### config.mk
export PLATFORM = sky130hd
export DESIGN_NAME = minute_counter
export DESIGN_NICKNAME = d
export VERILOG_FILES = /design/src/rtl/minute_counter_pkg.sv /design/src/rtl/minute_counter_debounce.sv /design/src/rtl/minute_counter.sv
export SDC_FILE = /design/constraint.sdc
export NUM_CORES = 1
export LEC_CHECK = 0
export ABC_AREA = 1
export CAP_MARGIN = 20
export CELL_PAD_IN_SITES_DETAIL_PLACEMENT = 1
export CELL_PAD_IN_SITES_GLOBAL_PLACEMENT = 2
export CORE_UTILIZATION = 28
export DETAILED_ROUTE_END_ITERATION = 7
export GPL_ROUTABILITY_DRIVEN = 1
export PLACE_DENSITY_LB_ADDON = 0.1
export SLEW_MARGIN = 40
export SYNTH_ARGS = -nofsm -noshare
export SYNTH_HDL_FRONTEND = slang
export SYNTH_SLANG_ARGS = --single-unit
### constraint.sdc
create_clock -name clk50 -period 3.7 [get_ports clk50]
set_input_delay 0.74 -clock clk50 [delete_from_list [all_inputs] [get_ports clk50]]
set_output_delay 0.74 -clock clk50 [all_outputs]
set_load 0.01 [all_outputs]
### src/rtl/minute_counter_pkg.sv
// Shared clock definitions: terminal counts, count width, default debounce
// length, and the digit-split / 7-segment helpers reused by the display stages.
package minute_counter_pkg;

  localparam int COUNT_W          = 6;
  localparam int MINUTE_MAX       = 59;
  localparam int HOUR_MAX         = 23;
  localparam int DEBOUNCE_DEFAULT = 1000000;

  function automatic logic [3:0] tens_digit(input logic [COUNT_W-1:0] v);
    if (v >= 6'd50) return 4'd5;
    if (v >= 6'd40) return 4'd4;
    if (v >= 6'd30) return 4'd3;
    if (v >= 6'd20) return 4'd2;
    if (v >= 6'd10) return 4'd1;
    return 4'd0;
  endfunction

  function automatic logic [3:0] units_digit(input logic [COUNT_W-1:0] v);
    return 4'(v - COUNT_W'(tens_digit(v)) * COUNT_W'(10));
  endfunction

  // Segment order {g,f,e,d,c,b,a}, active high; non-decimal codes blank.
  function automatic logic [6:0] seg7(input logic [3:0] d, input logic en);
    if (!en) return 7'h00;
    case (d)
      4'd0:    return 7'h3F;
      4'd1:    return 7'h06;
      4'd2:    return 7'h5B;
      4'd3:    return 7'h4F;
      4'd4:    return 7'h66;
      4'd5:    return 7'h6D;
      4'd6:    return 7'h7D;
      4'd7:    return 7'h07;
      4'd8:    return 7'h7F;
      4'd9:    return 7'h6F;
      default: return 7'h00;
    endcase
  endfunction

endpackage

### src/rtl/minute_counter_debounce.sv
// button_debounce: the output level follows din only after din has differed
// from it for CYCLES consecutive clocks. Used when MINUTE_DEBOUNCE_EN is defined.
module button_debounce #(
  parameter int CYCLES = 1000000
) (
  input  logic clk50,
  input  logic reset,
  input  logic din,
  output logic dout
);

  localparam int CNT_W = (CYCLES < 2) ? 1 : $clog2(CYCLES + 1);
  localparam logic [CNT_W-1:0] LAST = CNT_W'(CYCLES - 1);

  logic [CNT_W-1:0] cnt_q, cnt_d;
  logic             dout_q, dout_d;

  always_comb begin
    cnt_d  = '0;
    dout_d = dout_q;
    if (din != dout_q) begin
      if (cnt_q == LAST) dout_d = din;
      else               cnt_d  = cnt_q + CNT_W'(1);
    end
  end

  // Button is active-low, so the filter powers up in the released state.
  always_ff @(posedge clk50 or negedge reset) begin
    if (!reset) begin
      cnt_q  <= '0;
      dout_q <= 1'b1;
    end else begin
      cnt_q  <= cnt_d;
      dout_q <= dout_d;
    end
  end

  assign dout = dout_q;

endmodule

### src/rtl/minute_counter.sv
// Minutes stage: counts 0..59 on seconds-carry ticks, manual up/down adjust,
// carry pulse to the hours stage. Define MINUTE_DEBOUNCE_EN to debounce control1.
module minute_counter
  import minute_counter_pkg::*;
#(
  parameter int MAX_COUNT       = MINUTE_MAX,
  parameter int DEBOUNCE_CYCLES = DEBOUNCE_DEFAULT
) (
  input  logic               clk50,
  input  logic               reset,
  input  logic               sec_carry,
  input  logic               control0,
  input  logic               control1,
  input  logic               disable_minute,
  output logic [COUNT_W-1:0] count,
  output logic               equal60,
  output logic [6:0]         led2,
  output logic [6:0]         led1
);

  localparam logic [COUNT_W-1:0] MAX_C = COUNT_W'(MAX_COUNT);

  logic sec_s1_q, sec_s1_d, sec_s2_q, sec_s2_d, sec_prev_q, sec_prev_d;
  logic ctl_s1_q, ctl_s1_d, ctl_s2_q, ctl_s2_d, ctl_prev_q, ctl_prev_d;
  logic ctl_level;
  logic tick, press;
  logic [COUNT_W-1:0] count_q, count_d, up_val, down_val;
  logic pending_q, pending_d, equal60_q, equal60_d;

`ifdef MINUTE_DEBOUNCE_EN
  button_debounce #(.CYCLES(DEBOUNCE_CYCLES)) u_debounce (
    .clk50 (clk50),
    .reset (reset),
    .din   (ctl_s2_q),
    .dout  (ctl_level)
  );
`else
  assign ctl_level = ctl_s2_q;
`endif

  always_comb begin
    sec_s1_d   = sec_carry;
    sec_s2_d   = sec_s1_q;
    sec_prev_d = sec_s2_q;
    ctl_s1_d   = control1;
    ctl_s2_d   = ctl_s1_q;
    ctl_prev_d = ctl_level;

    tick  = sec_s2_q & ~sec_prev_q & ~disable_minute;
    press = ~ctl_level & ctl_prev_q;

    up_val   = (count_q >= MAX_C) ? '0 : count_q + COUNT_W'(1);
    down_val = (count_q == '0) ? MAX_C :
               (count_q > MAX_C) ? '0 : count_q - COUNT_W'(1);

    count_d   = count_q;
    pending_d = pending_q;
    equal60_d = 1'b0;
    // A press wins the cycle; a coincident tick waits one cycle in pending.
    if (press) begin
      count_d = control0 ? up_val : down_val;
      if (tick) pending_d = 1'b1;
    end else if (tick || pending_q) begin
      pending_d = 1'b0;
      count_d   = up_val;
      equal60_d = (count_q == MAX_C);
    end
  end

  always_ff @(posedge clk50 or negedge reset) begin
    if (!reset) begin
      sec_s1_q   <= 1'b0;
      sec_s2_q   <= 1'b0;
      sec_prev_q <= 1'b0;
      ctl_s1_q   <= 1'b1;
      ctl_s2_q   <= 1'b1;
      ctl_prev_q <= 1'b1;
      count_q    <= '0;
      pending_q  <= 1'b0;
      equal60_q  <= 1'b0;
    end else begin
      sec_s1_q   <= sec_s1_d;
      sec_s2_q   <= sec_s2_d;
      sec_prev_q <= sec_prev_d;
      ctl_s1_q   <= ctl_s1_d;
      ctl_s2_q   <= ctl_s2_d;
      ctl_prev_q <= ctl_prev_d;
      count_q    <= count_d;
      pending_q  <= pending_d;
      equal60_q  <= equal60_d;
    end
  end

  assign count   = count_q;
  assign equal60 = equal60_q;
  assign led2    = seg7(tens_digit(count_q), 1'b1);
  assign led1    = seg7(units_digit(count_q), 1'b1);

endmodule

==> impl_metrics.py <==
metrics = {
    "placed_design": {
        "dp_hpwl_mm": 3.013,
        "placed_cell_area_sq_um": 1793,
        "port_buffers": 26,
        "dp.cells": 302,
        "gp_congestion": 0.8314,
    },
    "global_route": {
        "grt_pass1_wl_mm": 6.341,
        "grt_max_degree": 15,
        "grt_pass1_vias": 1354,
        "antenna_found_initial": 0,
        "track_usage": 0.1573,
        "grt-ovfl-total": 0,
    },
    "cells_and_area": {
        "drive_gt1_frac": 0.2336,
        "largest_reg_flops": 6,
        "fill_cells": 619,
        "diodes": 0,
        "fin_util": 0.4026,
        "instances_no_fill": 311,
        "num-nets-final": 268,
        "fin_area_sq_um": 1902,
        "areaGrowthSynthToFinish_pct": 38.43,
    },
    "clock_network": {
        "clk_pin_slew_ns": 0.06,
        "clock_path_buffers": 2,
        "numCtsBuffers": 3,
        "cts_tree": "yes",
        "htree_levels": 1,
        "cts_sinks": 14,
        "insertion_delay_ns": 0.25,
        "clockRootBuffer": "clkbuf_8",
    },
    "sta": {
        "timing.final.crit_share": 0.9510,
        "post-route-min-period_ns": 3.519,
        "slew_viol_final": 0,
        "fmax_mhz": 284.2,
        "setup_viol": 0,
        "final_hold_viol_count": 0,
        "finClkSkew_ns": 0.006921,
        "fin_tns_setup_ns": 0,
        "tightest_slew_ns": 0.6544,
        "slew_headroom": 0.5624,
    },
    "worst_setup_path": {
        "timing.rr.end": "count[4]",
        "crit_start": "count[3]",
        "cp-endpoint": "led1[0]",
        "crit_type": "flop to output port",
        "required_ns": 2.96,
        "crit_fanout": 6,
        "startpoint_type": "flop",
        "reg2regPathDepth": 10,
        "worstPathArrival_ns": 2.78,
        "reg2reg_from": "count[1]",
        "worstSetupEndpointType": "output port",
        "r2r_slack_ns": 1.90,
    },
    "drt": {
        "wirelength_mm": 3.736,
        "dr.pass1.iters": 4,
        "route.detailed.drc": 0,
        "vias": 1343,
        "via_per_inst": 4.318,
        "drtIter0Drc": 18,
        "wl_per_cell_um": 12.01,
        "ant_nets": 0,
    },
    "synth": {
        "ys_seq_elements": 14,
        "synth_largest_area_cell": "dfrtp_1",
        "synth_top_area_share": 0.2004,
        "yosys-top-cells-count": "nand2_1, inv_1, nor2_1, nand3_1, ha_1",
        "synth_edf_count": 0,
        "synthFlopType": "dfrtp_1",
        "syn_inst": 198,
        "synth_seq_area_share": 0.2577,
        "synth_area_sq_um": 1374,
        "synth_area_leaders": "dfrtp_1, nand2_1, ha_1",
        "async_reset_ff_frac": 1.000,
        "synth_fp_nets": 221,
        "ys_warn_count": 0,
        "syn_avg_cell_area_sq_um": 6.938,
        "yosysMostFrequentCell": "nand2_1",
        "synth_cell_types": 23,
    },
    "status": {
        "outcome": "finished clean",
    },
    "die": {
        "die_h_um": 72.05,
        "fp-row-count": 25,
        "die-area_sq_um": 5190,
        "ios": 27,
        "initial_core_util": 0.2909,
        "die_w_um": 72.05,
        "core_area_sq_um": 4723,
    },
    "worst_hold_path": {
        "worstHoldStart": "sec_s1_q",
        "hold_class": "flop to flop",
    },
    "flow_run": {
        "max_cap_violations": 0,
    },
}
[layer usage]
layer | up-vias | routed length [um] | GRT usage
met5 | - | 0 | 0
met4 | 0 | 54 | 0.05882
met3 | 5 | 83 | 0.01389
met2 | 26 | 1926 | 0.2851
met1 | 619 | 1671 | 0.1936
li1 | 693 | - | -
[worst min-delay path by stage]
stage / end / slack, ns / cells after the start
6_report: sec_prev_d / 0.35 / 0
5_1_grt: ctl_level / 0.36 / 0
4_1_cts: sec_prev_d / 0.35 / 0
3_5_place_dp: sec_prev_d / 0.34 / 0
3_3_place_gp: sec_prev_d / 0.33 / 0
2_1_floorplan: sec_prev_d / 0.33 / 0
[critical path, cell delays in order, from the launching register on]
cell and delay, ns:
dfrtp_2 0.46, buf_4 0.17, nor2_1 0.10, nand2_1 0.06
nand2_1 0.09, nand2_1 0.08, ha_1 0.19, fa_2 0.55
inv_1 0.07, or2_2 0.28, o21ai_0 0.09, nand3_1 0.09
nand2_1 0.07, clkdlybuf4s15_1 0.23
[layout by cell type, fill, tap and decap left out, types with 5 or more instances in the layout]
cell type         n
dfrtp_2           5
clkdlybuf4s50_1  19
nand2_1          56
ha_1             16
or2_2             5
inv_1            27
nor2_1           20
o21ai_0           7
nand3_1          19
nor2_2            5
nand2_2           6
buf_4            20
dfrtp_1           6
[cells by family (layout without fill, tap and decap cells)]
logic type                 after synthesis  in the layout  synth area share
buffers and inverters                   33             79            0.1066
AOI/OAI and AO/OA                       11             11           0.04190
DFF                                     14             14            0.2577
adders and majority gates               17             17            0.1603
and+or+nand+nor                        119            119            0.4080
xor gates and xnor gates                 4              4           0.02551
[final cells by class]
cell class / count / area [sq um] / area share
Multi-Input combinational cell: 151 / 883.3 / 0.4645
Timing Repair Buffer: 46 / 410.4 / 0.2158
Inverter: 29 / 108.9 / 0.05724
Tap cell: 67 / 83.83 / 0.04408
Clock buffer: 4 / 55.05 / 0.02895
Sequential cell: 14 / 360.3 / 0.1895
[metrics by stage]
step           hold WS [ns]  setup WS, ns
3_3_place_gp         0.3350        0.1881
6_report             0.3494        0.1811
5_1_grt              0.3632     -0.008922
2_1_floorplan        0.3312        0.3434
4_1_cts              0.3544      0.001079
3_5_place_dp         0.3402        0.1197
[timing repair]
item                       CTS  global route
hold buffers                 0             0
pin swaps                    2             2
setup endpoints to repair    7             4
resized for setup           11             5
buffers inserted             2             3
Power is not shown: default switching activity piles up to over one toggle a cycle in this logic, so the estimate is an artifact.
